**config.mk**
```make
export PLATFORM = sky130hd
export DESIGN_NAME = alarm_match_module
export DESIGN_NICKNAME = d
export VERILOG_FILES = /design/src/rtl/alarm_match_module.sv
export SDC_FILE = /design/constraint.sdc
export NUM_CORES = 1
export LEC_CHECK = 0
export CAP_MARGIN = 20
export CORE_ASPECT_RATIO = 0.8
export CORE_MARGIN = 1.5
export CORE_UTILIZATION = 40
export DETAILED_ROUTE_END_ITERATION = 6
export HOLD_SLACK_MARGIN = 0.08
export PLACE_DENSITY = 0.77
export SYNTH_ARGS = -nofsm -noshare
export SYNTH_HDL_FRONTEND = slang
export SYNTH_SLANG_ARGS = --single-unit
```
**constraint.sdc**
```tcl
create_clock -name CLK -period 1.8 [get_ports CLK]
set_clock_uncertainty 0.05 [all_clocks]
set_input_delay 0.45 -clock CLK [delete_from_list [all_inputs] [get_ports CLK]]
set_output_delay 0.45 -clock CLK [all_outputs]
set_load 0.02 [all_outputs]
```
**src/rtl/alarm_match_module.sv**
```systemverilog
// Alarm-register reader: on each minute tick, fetch today's alarm word, compare it with
// the current time, and ring / snooze / stop / time out.
// Latency: MIN_TICK in cycle n -> ALARM high from cycle n+2 (one fetch cycle, one compare cycle).
// No backpressure: STOP/SNOOZE/MIN_TICK are sampled every cycle and take effect at the next edge.
module alarm_match_module #(
  parameter int RING_MINUTES   = 5,  // unanswered ring ticks before auto-off (1..15)
  parameter int SNOOZE_MINUTES = 9   // snooze ticks before re-ring (1..15)
) (
  input  logic        CLK,
  input  logic        CLEAR,
  input  logic [14:0] CTI,
  input  logic [12:0] Q_r0,
  input  logic [12:0] Q_r1,
  input  logic [12:0] Q_r2,
  input  logic [12:0] Q_r3,
  input  logic [12:0] Q_r4,
  input  logic [12:0] Q_r5,
  input  logic [12:0] Q_r6,
  input  logic        MIN_TICK,
  input  logic        STOP,
  input  logic        SNOOZE,
  output logic        ALARM,
  output logic        SNOOZING,
  output logic [2:0]  RING_DAY
);

  typedef enum logic [1:0] {
    S_IDLE    = 2'd0,
    S_COMPARE = 2'd1,
    S_RING    = 2'd2,
    S_SNZ     = 2'd3
  } state_t;

  // Counter limits held in the 4-bit counter width.
  localparam logic [3:0] RING_LIM = 4'(RING_MINUTES);
  localparam logic [3:0] SNZ_INIT = 4'(SNOOZE_MINUTES);

  state_t      r_state;
  logic [14:0] r_cti_q;
  logic [12:0] r_word_q;
  logic [3:0]  r_ring_cnt;
  logic [3:0]  r_snz_cnt;
  logic        r_alarm;
  logic        r_snoozing;
  logic [2:0]  r_ring_day;

  logic [12:0] w_day_word;     // alarm word for the day currently shown on CTI
  logic [12:0] w_ring_word;    // alarm word for the day that is ringing/snoozed
  logic        w_ring_enabled;
  logic        w_match;
  logic [3:0]  w_ring_cnt_inc;
  logic        w_ring_timeout;
  logic        w_snz_expire;

  // Select the alarm word for the current CTI day; day 7 has no register and reads as off.
  always_comb begin
    w_day_word = 13'd0;
    case (CTI[14:12])
      3'd0:    w_day_word = Q_r0;
      3'd1:    w_day_word = Q_r1;
      3'd2:    w_day_word = Q_r2;
      3'd3:    w_day_word = Q_r3;
      3'd4:    w_day_word = Q_r4;
      3'd5:    w_day_word = Q_r5;
      3'd6:    w_day_word = Q_r6;
      default: w_day_word = 13'd0;
    endcase
  end

  // Live view of the ringing day's word so a user disabling it cancels the ring at once.
  always_comb begin
    w_ring_word = 13'd0;
    case (r_ring_day)
      3'd0:    w_ring_word = Q_r0;
      3'd1:    w_ring_word = Q_r1;
      3'd2:    w_ring_word = Q_r2;
      3'd3:    w_ring_word = Q_r3;
      3'd4:    w_ring_word = Q_r4;
      3'd5:    w_ring_word = Q_r5;
      3'd6:    w_ring_word = Q_r6;
      default: w_ring_word = 13'd0;
    endcase
  end

  assign w_ring_enabled = w_ring_word[12];
  // Hour and BCD minutes compared bit-for-bit; seconds are never looked at.
  assign w_match        = r_word_q[12] && (r_word_q[11:0] == r_cti_q[11:0]);
  assign w_ring_cnt_inc = r_ring_cnt + 4'd1;
  assign w_ring_timeout = (w_ring_cnt_inc == RING_LIM);
  // Snooze ends on the tick that takes the count to zero; guard against an already-zero count.
  assign w_snz_expire   = (r_snz_cnt <= 4'd1);

  // Alarm FSM with its counters and registered outputs; outputs follow the state entered.
  always_ff @(posedge CLK) begin
    if (CLEAR) begin
      r_state    <= S_IDLE;
      r_cti_q    <= 15'd0;
      r_word_q   <= 13'd0;
      r_ring_cnt <= 4'd0;
      r_snz_cnt  <= 4'd0;
      r_alarm    <= 1'b0;
      r_snoozing <= 1'b0;
      r_ring_day <= 3'd0;
    end else begin
      case (r_state)
        S_IDLE: begin
          r_alarm    <= 1'b0;
          r_snoozing <= 1'b0;
          if (MIN_TICK) begin
            r_cti_q  <= CTI;
            r_word_q <= w_day_word;
            r_state  <= S_COMPARE;
          end
        end

        S_COMPARE: begin
          if (w_match) begin
            r_state    <= S_RING;
            r_ring_day <= r_cti_q[14:12];
            r_ring_cnt <= 4'd0;
            r_alarm    <= 1'b1;
          end else begin
            r_state    <= S_IDLE;
          end
        end

        S_RING: begin
          if (STOP || !w_ring_enabled) begin
            r_state <= S_IDLE;
            r_alarm <= 1'b0;
          end else if (SNOOZE) begin
            r_state    <= S_SNZ;
            r_snz_cnt  <= SNZ_INIT;
            r_alarm    <= 1'b0;
            r_snoozing <= 1'b1;
          end else if (MIN_TICK) begin
            r_ring_cnt <= w_ring_cnt_inc;
            if (w_ring_timeout) begin
              r_state <= S_IDLE;
              r_alarm <= 1'b0;
            end
          end
        end

        S_SNZ: begin
          // SNOOZE has no effect here; the snooze period is not extended.
          if (STOP || !w_ring_enabled) begin
            r_state    <= S_IDLE;
            r_snoozing <= 1'b0;
          end else if (MIN_TICK) begin
            if (w_snz_expire) begin
              r_snz_cnt  <= 4'd0;
              r_ring_cnt <= 4'd0;
              r_state    <= S_RING;
              r_snoozing <= 1'b0;
              r_alarm    <= 1'b1;
            end else begin
              r_snz_cnt  <= r_snz_cnt - 4'd1;
            end
          end
        end

        default: begin
          r_state    <= S_IDLE;
          r_alarm    <= 1'b0;
          r_snoozing <= 1'b0;
        end
      endcase
    end
  end

  assign ALARM    = r_alarm;
  assign SNOOZING = r_snoozing;
  assign RING_DAY = r_ring_day;

endmodule

```
==> key figures, run 1 <==
Global routing
  • Total Routing Usage GR: a little over a quarter
  • GR Overflow Total: 0
  • First-pass GRT wire length: roughly 17000 um
  • Largest net degree at the start of global routing: 29
  • Vias in the first global route: 3493
  • Initial antenna violation count: 0

Yosys
  • Library cells used by synthesis: 59
  • Syn avg cell area: about 8.3 um^2
  • Combinational family with the most area after synthesis: compound AO/OA/AOI/OAI gates
  • Post-synthesis async set-or-reset flop share: 0%
  • Synth Area in Simple Gates: 19.92%
  • Post-synthesis mux area share: between 10 and 15%
  • Post-Synth Adder-Cell Area: about 3.4%
  • Seq cells post-synth: 43
  • Synth warn: 0
  • Top FF cell, synth: dfxtp_1
  • Mapped Cells: ~360
  • Number of synthesized flops with an enable pin: 0
  • Compound-Gate Fraction of Synth Area: between 20% and 30%
  • Post-Synth XOR/XNOR Area: around 3.8%
  • Sequential element share of the synthesized area: between 20 and 30%
  • Syn Std Cell Area: ~3000 um^2
  • Syn_nets: roughly 480

Timing
  • Final Critical Period: roughly 1.9 ns
  • Worst-Margin Slew: ~0.32 ns
  • Setup TNS Final: -0.1842 ns
  • Setup violators final: 5
  • Final hold vios: 0
  • Max Slew Vio Count: 0
  • Rel. slew slack: ~79%
  • Setup slack after layout: -0.05112 ns
  • Max Clk Rate: 540.2 MHz
  • Fin crit share: 102.8%
  • Unrepaired setup endpoints after global routing: yes

Routing
  • DRT Wirelength: 10330 um
  • Drt pass-1 iters: 4
  • DR DRC count: 0
  • Routed len/inst: between 15 and 20 um
  • Via count of the routed design: roughly 3400
  • Via/cell ratio: around 5.6
  • 1st-iter DRT viols: 208
  • Post-route ant nets: 0

Layout
  • FF/Latch Area: about 870 um^2
  • Non-filler cells, final: approximately 600
  • Utilization after layout: 71.33%
  • ANT cells: 0
  • Nets@finish: around 640
  • Filler Cell Count: between 500 and 600
  • Share of cells above drive strength 1: between 20% and 30%
  • Area grow syn2layout: 68.32%
  • Multi-input gate area in the final layout: around 2200 um^2

Min path
  • Worst Hold Depth: 2
  • Min-delay src: r_cti_q[13]$_SDFFE_PP0P_
  • Worst Hold Path EP: r_cti_q[13]$_SDFFE_PP0P_
  • Hold Crit Class: reg -> reg

CTS
  • CTS tree: done
  • H-tree depth: 2
  • CTS max path bufs: 2
  • Clock Tree Root: clkbuf_8
  • Total CTS buffers: 5
  • Clock-pin slew on the worst setup and hold paths: around 0.090 ns
  • Clk sinks: between 40 and 50
  • Clock latency on the worst-skew pair: between 0.3 and 0.4 ns
  • Hold buffer count at CTS: 0

Run status
  • Status: finished with violations
  • Failing checks: negative setup slack

Place
  • IO Port Bufs: about 120
  • Final GP Congestion: between 0.8 and 0.9
  • Dpl ws: -0.6775 ns
  • Cell count after placement: ~590
  • Detail Placement HPWL: roughly 7300 um

Die
  • Row count: 27
  • Boundary Pins: between 100 and 150
  • Core area: between 7000 and 8000 um^2
  • Die Wd: 99.47 um
  • Die height: about 80 um
  • Die area: between 7000 and 8000 um^2
  • Starting Density: 42.38%

Pwr
  • P_leak: about 1.9 nW
  • Total power: between 2 and 3 mW
  • Pwr/cell area: roughly 520 nW/um^2
  • Max VDD drop: a little under 300 uV

Critical path
  • Critical Path Start Type: flop
  • Worst path required time: about 1.9 ns
  • Arr. time, crit path: between 1.5 and 2 ns
  • Crit path capture type: flop
  • R2r setup slk: -0.05 ns
  • R2r endpoint: r_ring_cnt[2]$_SDFFE_PP0P_
  • Worst R2R Path Depth: 5
  • Setup CP Type: reg -> reg
  • Worst-path fanout max: 2
  • Worst R2R Start: r_word_q[10]$_SDFFE_PP0P_

Flow run
  • Max-cap viol count: 0
## placed cells by master, fill, tap and decap left out, types with 5 or more instances in the layout
cell type and n:
inv_1 8, mux2i_1 15, buf_4 53, clkbuf_8 5, a21oi_1 39, dfxtp_1 38
nor2b_1 6, nand4_1 6, o21ai_0 5, dlygate4sd2_1 9, mux2_2 5, xnor2_2 7
xnor2_1 5, mux4_2 9, nor2_1 8, ha_1 6, clkdlybuf4s50_1 100, nand2_1 64
dlymetal6s2s_1 5, nand3_1 5, nor3_1 7, a22oi_1 5, o211ai_1 16, o21ai_1 6
## synth_stat cells (2+ instances only)
cell | count | area [um^2]
ha_1 | 8 | 100.1
nor2_1 | 9 | 33.78
mux2_2 | 6 | 67.56
a21oi_1 | 41 | 205.2
a311oi_1 | 3 | 26.28
o22ai_1 | 2 | 12.51
a31oi_1 | 6 | 37.54
nand3b_1 | 2 | 15.01
dfxtp_1 | 43 | 860.8
or4_1 | 3 | 22.52
o21ai_1 | 3 | 15.01
nand4_1 | 6 | 37.54
inv_1 | 10 | 37.54
o41ai_1 | 3 | 26.28
nor2b_1 | 9 | 56.30
buf_1 | 2 | 7.510
mux2i_1 | 15 | 150.1
o21ai_0 | 9 | 45.04
nand2_1 | 64 | 240.2
mux4_2 | 9 | 202.7
a22oi_1 | 5 | 37.54
buf_2 | 4 | 20.02
nand3_1 | 8 | 40.04
clkbuf_1 | 18 | 67.56
o211ai_1 | 16 | 120.1
nor3_1 | 8 | 40.04
a211oi_1 | 3 | 22.52
xnor2_1 | 12 | 105.1
nand2b_1 | 2 | 12.51
## logic make-up after synthesis
group                    count (synthesis)
buffers and inverters                   35
AO/OA/AOI/OAI                          110
adder cells (fa/ha/maj)                  8
multiplexers                            30
flip-flops                              43
AND/OR/NAND/NOR                        120
XOR/XNOR                                13
## what timing repair did
item,CTS,global route
pin swaps,26,15
cloned,2,0
resized for setup,46,27
setup buffers,2,4
setup endpoints to repair,28,19
## power by group
part / switching (mW) / total, mW / leakage (nW) / internal (mW)
Clock: 0.355 / 0.713 / 0.0563 / 0.358
Sequential: 0.0407 / 1.04 / 0.354 / 0.996
Combinational: 0.357 / 0.840 / 1.51 / 0.483
## per-stage QoR
stage	area, um^2	hold slack, ns
2_1_floorplan	3000	0.3836
3_3_place_gp	4552	0.3969
3_5_place_dp	4552	0.4095
4_1_cts	4870	0.4186
5_1_grt	5012	0.4426
6_report	5012	0.4261
## final cells by class
type | instances | share of cell area, %
multi-input combinational | 281 | 44.38
timing repair buffer | 175 | 33.05
sequential | 43 | 17.40
tap | 87 | 2.172
clock buffer | 6 | 1.872
inverter | 10 | 0.8487
clock inverter | 2 | 0.2746
## critical path, cell delays in order (launching register included)
cell and delay, ns:
dfxtp_1 0.35, xnor2_2 0.22, nand4_1 0.19, o41a_1 0.48, o41ai_2 0.34, a21oi_1 0.11
## registers in the layout, indices dropped and copies added, names as in the netlist
register,count
r_ring_cnt,4
r_word_q,13
RING_DAY,3
r_cti_q,15
ALARM,1
SNOOZING,1
r_state,2
r_snz_cnt,4
## how the worst max path moves through the flow
stage / from / to / slack [ns] / cells past startpoint
after floorplan: r_snz_cnt[0]$_SDFFE_PP0P_ / r_ring_cnt[2]$_SDFFE_PP0P_ / -0.07 / 7
after global placement: MIN_TICK / r_ring_cnt[2]$_SDFFE_PP0P_ / -0.58 / 6
after detailed placement: MIN_TICK / ALARM$_SDFFE_PP0P_ / -0.68 / 6
after CTS: r_snz_cnt[0]$_SDFFE_PP0P_ / ALARM$_SDFFE_PP0P_ / -0.08 / 7
after global routing: r_snz_cnt[0]$_SDFFE_PP0P_ / r_ring_cnt[3]$_SDFFE_PP0P_ / -0.12 / 8
final: r_word_q[10]$_SDFFE_PP0P_ / r_ring_cnt[2]$_SDFFE_PP0P_ / -0.05 / 5
## metal layers
metal	vias up	wire, um	global-route usage [%]	share of wire, %
met4	0	186	7.324	1.8
met5	-	0	0	0
met3	20	713	5.570	6.9
li1	1650	-	-	-
met2	124	4986	45.27	48
met1	1597	4448	32.89	43
(Power assumes the default switching activity.)
==> run 2: changes to the inputs <==
--- a/config.mk
+++ b/config.mk
@@ -9,9 +9,11 @@
 export CORE_ASPECT_RATIO = 0.8
 export CORE_MARGIN = 1.5
 export CORE_UTILIZATION = 40
+export CTS_CLUSTER_DIAMETER = 120
 export DETAILED_ROUTE_END_ITERATION = 6
 export HOLD_SLACK_MARGIN = 0.08
 export PLACE_DENSITY = 0.77
+export SLEW_MARGIN = 10
 export SYNTH_ARGS = -nofsm -noshare
 export SYNTH_HDL_FRONTEND = slang
 export SYNTH_SLANG_ARGS = --single-unit
==> results of run 2 <==
Final layout, timing and power as in run 1 (identical DEF).
